[src/rtl/muldiv_pkg.sv]
// Shared op encodings, FSM state type and sizing helpers for the iterative multiply/divide unit.
package muldiv_pkg;

    localparam logic [1:0] OP_MULT  = 2'b00;
    localparam logic [1:0] OP_MULTU = 2'b01;
    localparam logic [1:0] OP_DIV   = 2'b10;
    localparam logic [1:0] OP_DIVU  = 2'b11;

    typedef enum logic [1:0] {
        IDLE = 2'd0,
        MUL  = 2'd1,
        DIV  = 2'd2,
        DONE = 2'd3
    } stateT;

    function automatic int clog2(input int value);
        int result;
        int v;
        result = 0;
        v = value - 1;
        while (v > 0) begin
            result = result + 1;
            v = v >> 1;
        end
        return result;
    endfunction

    // Counter must hold every value up to WIDTH.
    function automatic int cntWidth(input int width);
        return clog2(width + 1);
    endfunction

endpackage

[src/rtl/div_iter_core.sv]
// One restoring radix-2 division step: shift in the next dividend bit, trial subtract, pick quotient bit.
module div_iter_core #(
    parameter int WIDTH = 32
) (
    input  logic [WIDTH-1:0] remIn,
    input  logic [WIDTH-1:0] quoIn,
    input  logic [WIDTH-1:0] divisor,
    output logic [WIDTH-1:0] remOut,
    output logic [WIDTH-1:0] quoOut
);

    logic [WIDTH:0] shifted;
    logic [WIDTH:0] trial;

    // The partial remainder stays below the divisor, so one extra bit covers the shifted value.
    assign shifted = {remIn, quoIn[WIDTH-1]};
    assign trial   = shifted - {1'b0, divisor};

    assign remOut = trial[WIDTH] ? shifted[WIDTH-1:0] : trial[WIDTH-1:0];
    assign quoOut = {quoIn[WIDTH-2:0], ~trial[WIDTH]};

endmodule

[src/rtl/muldiv_iter.sv]
// Multi-cycle MULT/MULTU/DIV/DIVU unit producing a HI/LO pair with a combinational pipeline stall.
// Optional MULDIV_EARLY_OUT_EN: divides with a zero or oversized divisor finish one cycle after start.
module muldiv_iter
    import muldiv_pkg::*;
#(
    parameter int WIDTH       = 32,
    parameter int MUL_LATENCY = 2
) (
    input  logic             clk,
    input  logic             rst,
    input  logic             start,
    input  logic [1:0]       op,
    input  logic             cancel,
    input  logic [WIDTH-1:0] a,
    input  logic [WIDTH-1:0] b,
    output logic             stall,
    output logic             done,
    output logic [WIDTH-1:0] hi,
    output logic [WIDTH-1:0] lo,
    output logic             div_zero
);

    localparam int CntW = cntWidth(WIDTH);
    localparam logic [CntW-1:0] MulLast = CntW'(MUL_LATENCY - 1);
    localparam logic [CntW-1:0] DivLast = CntW'(WIDTH - 1);

    stateT state;
    stateT stateNext;

    logic [CntW-1:0]  cnt;
    logic             opSigned;
    logic             negQ;
    logic             negR;
    logic [WIDTH-1:0] aReg;
    logic [WIDTH-1:0] bReg;
    logic [WIDTH-1:0] dvsReg;
    logic [WIDTH-1:0] remReg;
    logic [WIDTH-1:0] quoReg;
    logic [WIDTH-1:0] remNext;
    logic [WIDTH-1:0] quoNext;
    logic [WIDTH-1:0] hiReg;
    logic [WIDTH-1:0] loReg;
    logic             divZeroReg;

    logic             inSigned;
    logic             inDiv;
    logic [WIDTH-1:0] magA;
    logic [WIDTH-1:0] magB;
    logic             earlyOut;

    logic             capture;
    logic             mulFinish;
    logic             divFinish;
    logic             earlyFire;

    logic [2*WIDTH-1:0] mulA;
    logic [2*WIDTH-1:0] mulB;
    logic [2*WIDTH-1:0] product;
    logic [WIDTH-1:0]   quoFinal;
    logic [WIDTH-1:0]   remFinal;

    assign inSigned = (op == OP_MULT) || (op == OP_DIV);
    assign inDiv    = (op == OP_DIV) || (op == OP_DIVU);
    assign magA     = (inSigned && a[WIDTH-1]) ? -a : a;
    assign magB     = (inSigned && b[WIDTH-1]) ? -b : b;

`ifdef MULDIV_EARLY_OUT_EN
    assign earlyOut = inDiv && ((b == '0) || (magB > magA));
`else
    assign earlyOut = 1'b0;
`endif

    // Product of the captured operands; the MUL cycles give it time to settle or be retimed.
    assign mulA    = {{WIDTH{opSigned & aReg[WIDTH-1]}}, aReg};
    assign mulB    = {{WIDTH{opSigned & bReg[WIDTH-1]}}, bReg};
    assign product = mulA * mulB;

    div_iter_core #(
        .WIDTH(WIDTH)
    ) u_core (
        .remIn  (remReg),
        .quoIn  (quoReg),
        .divisor(dvsReg),
        .remOut (remNext),
        .quoOut (quoNext)
    );

    assign quoFinal = negQ ? -quoNext : quoNext;
    assign remFinal = negR ? -remNext : remNext;

    always_comb begin
        stateNext = state;
        stall     = 1'b0;
        done      = 1'b0;
        capture   = 1'b0;
        mulFinish = 1'b0;
        divFinish = 1'b0;
        earlyFire = 1'b0;
        case (state)
            IDLE: begin
                if (start && !cancel && rst) begin
                    stall   = 1'b1;
                    capture = 1'b1;
                    if (inDiv) begin
                        earlyFire = earlyOut;
                        stateNext = earlyOut ? DONE : DIV;
                    end else begin
                        stateNext = MUL;
                    end
                end
            end
            MUL: begin
                if (cancel) begin
                    stateNext = IDLE;
                end else begin
                    stall = 1'b1;
                    if (cnt == MulLast) begin
                        mulFinish = 1'b1;
                        stateNext = DONE;
                    end
                end
            end
            DIV: begin
                if (cancel) begin
                    stateNext = IDLE;
                end else begin
                    stall = 1'b1;
                    if (cnt == DivLast) begin
                        divFinish = 1'b1;
                        stateNext = DONE;
                    end
                end
            end
            DONE: begin
                done      = !cancel;
                stateNext = IDLE;
            end
            default: stateNext = IDLE;
        endcase
    end

    always_ff @(posedge clk or negedge rst) begin
        if (!rst) begin
            state      <= IDLE;
            cnt        <= '0;
            opSigned   <= 1'b0;
            negQ       <= 1'b0;
            negR       <= 1'b0;
            aReg       <= '0;
            bReg       <= '0;
            dvsReg     <= '0;
            remReg     <= '0;
            quoReg     <= '0;
            hiReg      <= '0;
            loReg      <= '0;
            divZeroReg <= 1'b0;
        end else begin
            state <= stateNext;
            if (capture) begin
                cnt      <= '0;
                opSigned <= inSigned;
                negQ     <= inSigned & (a[WIDTH-1] ^ b[WIDTH-1]);
                negR     <= inSigned & a[WIDTH-1];
                aReg     <= a;
                bReg     <= b;
                dvsReg   <= magB;
                remReg   <= '0;
                quoReg   <= magA;
            end else if (state == MUL || state == DIV) begin
                cnt <= cnt + 1'b1;
            end
            if (state == DIV) begin
                remReg <= remNext;
                quoReg <= quoNext;
            end
            if (mulFinish) begin
                hiReg      <= product[2*WIDTH-1:WIDTH];
                loReg      <= product[WIDTH-1:0];
                divZeroReg <= 1'b0;
            end
            // A zero divisor reports all-ones quotient and the untouched dividend.
            if (divFinish) begin
                if (dvsReg == '0) begin
                    loReg      <= '1;
                    hiReg      <= aReg;
                    divZeroReg <= 1'b1;
                end else begin
                    loReg      <= quoFinal;
                    hiReg      <= remFinal;
                    divZeroReg <= 1'b0;
                end
            end
            if (earlyFire) begin
                hiReg      <= a;
                loReg      <= (b == '0) ? '1 : '0;
                divZeroReg <= (b == '0);
            end
        end
    end

    assign hi       = hiReg;
    assign lo       = loReg;
    assign div_zero = divZeroReg;

endmodule

[config.mk]
export PLATFORM = sky130hd
export DESIGN_NAME = muldiv_iter
export DESIGN_NICKNAME = d
export VERILOG_FILES = /design/src/rtl/muldiv_pkg.sv /design/src/rtl/div_iter_core.sv /design/src/rtl/muldiv_iter.sv
export SDC_FILE = /design/constraint.sdc
export NUM_CORES = 2
export LEC_CHECK = 0
export ABC_AREA = 1
export CORE_MARGIN = 2
export CORE_UTILIZATION = 50
export CTS_CLUSTER_SIZE = 20
export DETAILED_ROUTE_END_ITERATION = 7
export GPL_TIMING_DRIVEN = 0
export PLACE_DENSITY = 0.63
export SYNTH_ARGS = -nofsm -noshare
export SYNTH_HDL_FRONTEND = slang
export SYNTH_SLANG_ARGS = --single-unit
[constraint.sdc]
create_clock -name clk -period 8.8 [get_ports clk]
set_input_delay 1.76 -clock clk [delete_from_list [all_inputs] [get_ports clk]]
set_output_delay 1.76 -clock clk [all_outputs]
set_load 0.005 [all_outputs]
==> impl_metrics.yaml <==
cts:
  numClockSinks: 235
  cts_made_buffers: 25
  postCtsHoldBufs: 0
  cts.path.max_buffers: 3
  cts_tree: "done"
  cts_root_buf: "clkbuf_16"
  insertion_delay_ns: 0.58
  htree_levels: 1
  path_clk_slew_ns: 0.07
floorplan:
  core_mm2: 0.110
  initial_utilization: 0.503
  die_area_mm2: 0.114
  die_h_um: 337
  rows: 122
  io-pin-count: 137
  fp.dieW_um: 337
global_routing:
  grt_antenna_before_repair: 7
  grt.total_usage: 0.401
  grt_pass1_wl_mm: 328
  grt_max_degree: 97
  gr-total-overflow: 0
  grt_pass1_vias: 50200
worst_setup_path:
  path_buf_inv: 8
  crit_path_frequent_cell: "fa_1"
  critPathArrivalTime_ns: 9.16
  critical_path.top_delay_family: "adder cells"
  cpPeakStageDelay_ns: 0.66
  crit_fanout: 10
  cp-end-kind: "register"
  crit_slowest_cell: "dfrtp_4"
  cp-start-kind: "register"
  worstPathRequired_ns: 9.27
  critPathKind: "register to register"
sta:
  whs_ns: 0.483
  fmax_mhz: 115
  setup_viol: 0
  clock_skew_ns: 0.0230
  min_period_ns: 8.69
  slew_viol_final: 0
  min_period_over_period: 0.987
  worst_slew_pin_slew_ns: 1.30
  relSlewSlack: 0.131
  fin_ws_ns: 0.111
  hold_violations: 0
job:
  drv_cap: 0
yosys:
  syn_area_mm2: 0.0555
  synth_area_per_cell_um2: 7.70
  ys_ff_latch: 235
  synthTopCellsByArea: "fa_1 (41%), inv_1 (13%), nand2_1 (12%)"
  synth.distinct_cells: 61
  synth_nets: 8657
  synth_top_area_frac: 0.406
  yosys.area.top_type: "fa_1"
  yosys_warnings: 0
  ys_seq_area_frac: 0.106
  syn_inst: 7205
place:
  place_ws_ns: -1.22
  dp_hpwl_mm: 189
  portBuffers: 136
  dp_cells: 8831
  finalWeightedCongestion: 1.07
worst_hold_path:
  hold_class: "register to register"
detailed_routing:
  final_antenna_net_count: 0
  first_iter_violations: 4327
  via_per_inst: 5.46
  via_count: 48200
  firstDrtPassIters: 6
  wl_per_cell_um: 25.1
  routed_wl_mm: 222
  drc: 0
layout:
  syn_to_final_growth_pct: 8.24
  finish.utilization: 0.544
  layout_common_cells: "inv_1 (1,905), nand2_1 (1,835), fa_1 (1,119), nor2_1 (319), ha_1 (252)"
  nets: 8781
  layout_commonest_cell: "inv_1"
  instances_no_fill: 8836
  layout-drive-gt1-share: 0.0641
status:
  status: "complete, no violations"
synthesized netlist by cell type, drive strengths merged:
library cell / number
dfrtp: 235
clkbuf: 317
a2111oi: 1
nand4: 38
o311ai: 1
nand3: 214
o2111ai: 2
o31ai: 3
clkinv: 5
o21a: 13
o32ai: 1
xor2: 59
nand3b: 13
nand2: 1884
and2: 2
o221ai: 46
a221oi: 2
o211ai: 13
mux2i: 1
nor4b: 1
o21bai: 9
a21o: 16
ha: 256
or2: 36
o21ai: 236
a31oi: 41
nor4: 23
nor3: 47
a22oi: 4
inv: 1921
fa: 1126
and3: 3
o22ai: 39
o41ai: 2
nor2: 348
a21boi: 2
a21oi: 183
buf: 29
a31o: 2
a41oi: 6
xnor2: 25
path summary, 6_finish.rpt:
check                         start       end  slack, ns  cells after the start
setup / recovery           aReg[13]    hi[11]       0.11                     29
hold / removal                lo[3]     lo[3]       0.48                      2
setup reg to reg           aReg[13]    hi[11]       0.11                     29
hold reg to reg               lo[3]     lo[3]       0.48                      2
max in group asynchronous       rst  bReg[20]       6.25                      3
min in group asynchronous       rst  aReg[20]       1.11                      1
sequential cells by signal, indices dropped and copies added, names as in the netlist:
register,cells
aReg,32
quoReg,32
negQ,1
dvsReg,31
hi,32
state,2
bReg,32
remReg,32
opSigned,1
div_zero,1
cnt,6
negR,1
lo,32
per-layer routing:
layer	track usage	up-vias	share of wire
li1	-	21300	-
met1	0.500	24200	0.37
met2	0.635	2250	0.45
met3	0.0842	582	0.096
met4	0.262	6	0.081
met5	0	-	0.00014
worst min-delay path, stage by stage (launching register included):
cell and delay (ns):
dfrtp_1 0.35, nand2_1 0.06, nand2_1 0.05
metrics by stage:
step                       TNS, ns  instance area (um^2)
after global routing      -0.00301                 60100
final                            0                 60100
after floorplan                  0                 55500
after detailed placement    -26.47                 58800
after global placement    -2315.29                 58700
after CTS                        0                 59700
layout make-up:
| class | count | area (um^2) |
|---|---|---|
| Fill cell | 10900 | 50300 |
| Multi-Input combinational cell | 4698 | 41100 |
| Inverter | 1926 | 7250 |
| Sequential cell | 235 | 5980 |
| Tap cell | 1488 | 1860 |
| Timing Repair Buffer | 153 | 1530 |
| Buffer | 289 | 1460 |
| Clock buffer | 29 | 651 |
| Clock inverter | 14 | 198 |
| Antenna cell | 3 | 7.51 |
| Timing Repair inverter | 1 | 5.00 |
kinds of logic (layout without fill, tap and decap cells):
group / after synthesis / count (layout) / share of synthesized area
adder cells (fa/ha/maj): 1382 / 1382 / 0.464
AO/OA/AOI/OAI: 622 / 622 / 0.0657
buffers and inverters: 2272 / 2412 / 0.156
multiplexers: 1 / 1 / 0.000180
AND/OR/NAND/NOR: 2609 / 2609 / 0.195
other: 0 / 3 / 0
XOR/XNOR: 84 / 84 / 0.0133
flip-flops: 235 / 235 / 0.106
repair_timing:
action	in CTS	in global routing
cloned	0	1
pin swaps	0	4
gates resized for setup	132	285
setup endpoints to repair	37	32
buffers inserted	4	11
Power is not shown: default switching activity piles up to over one toggle a cycle in this logic, so the estimate is an artifact.
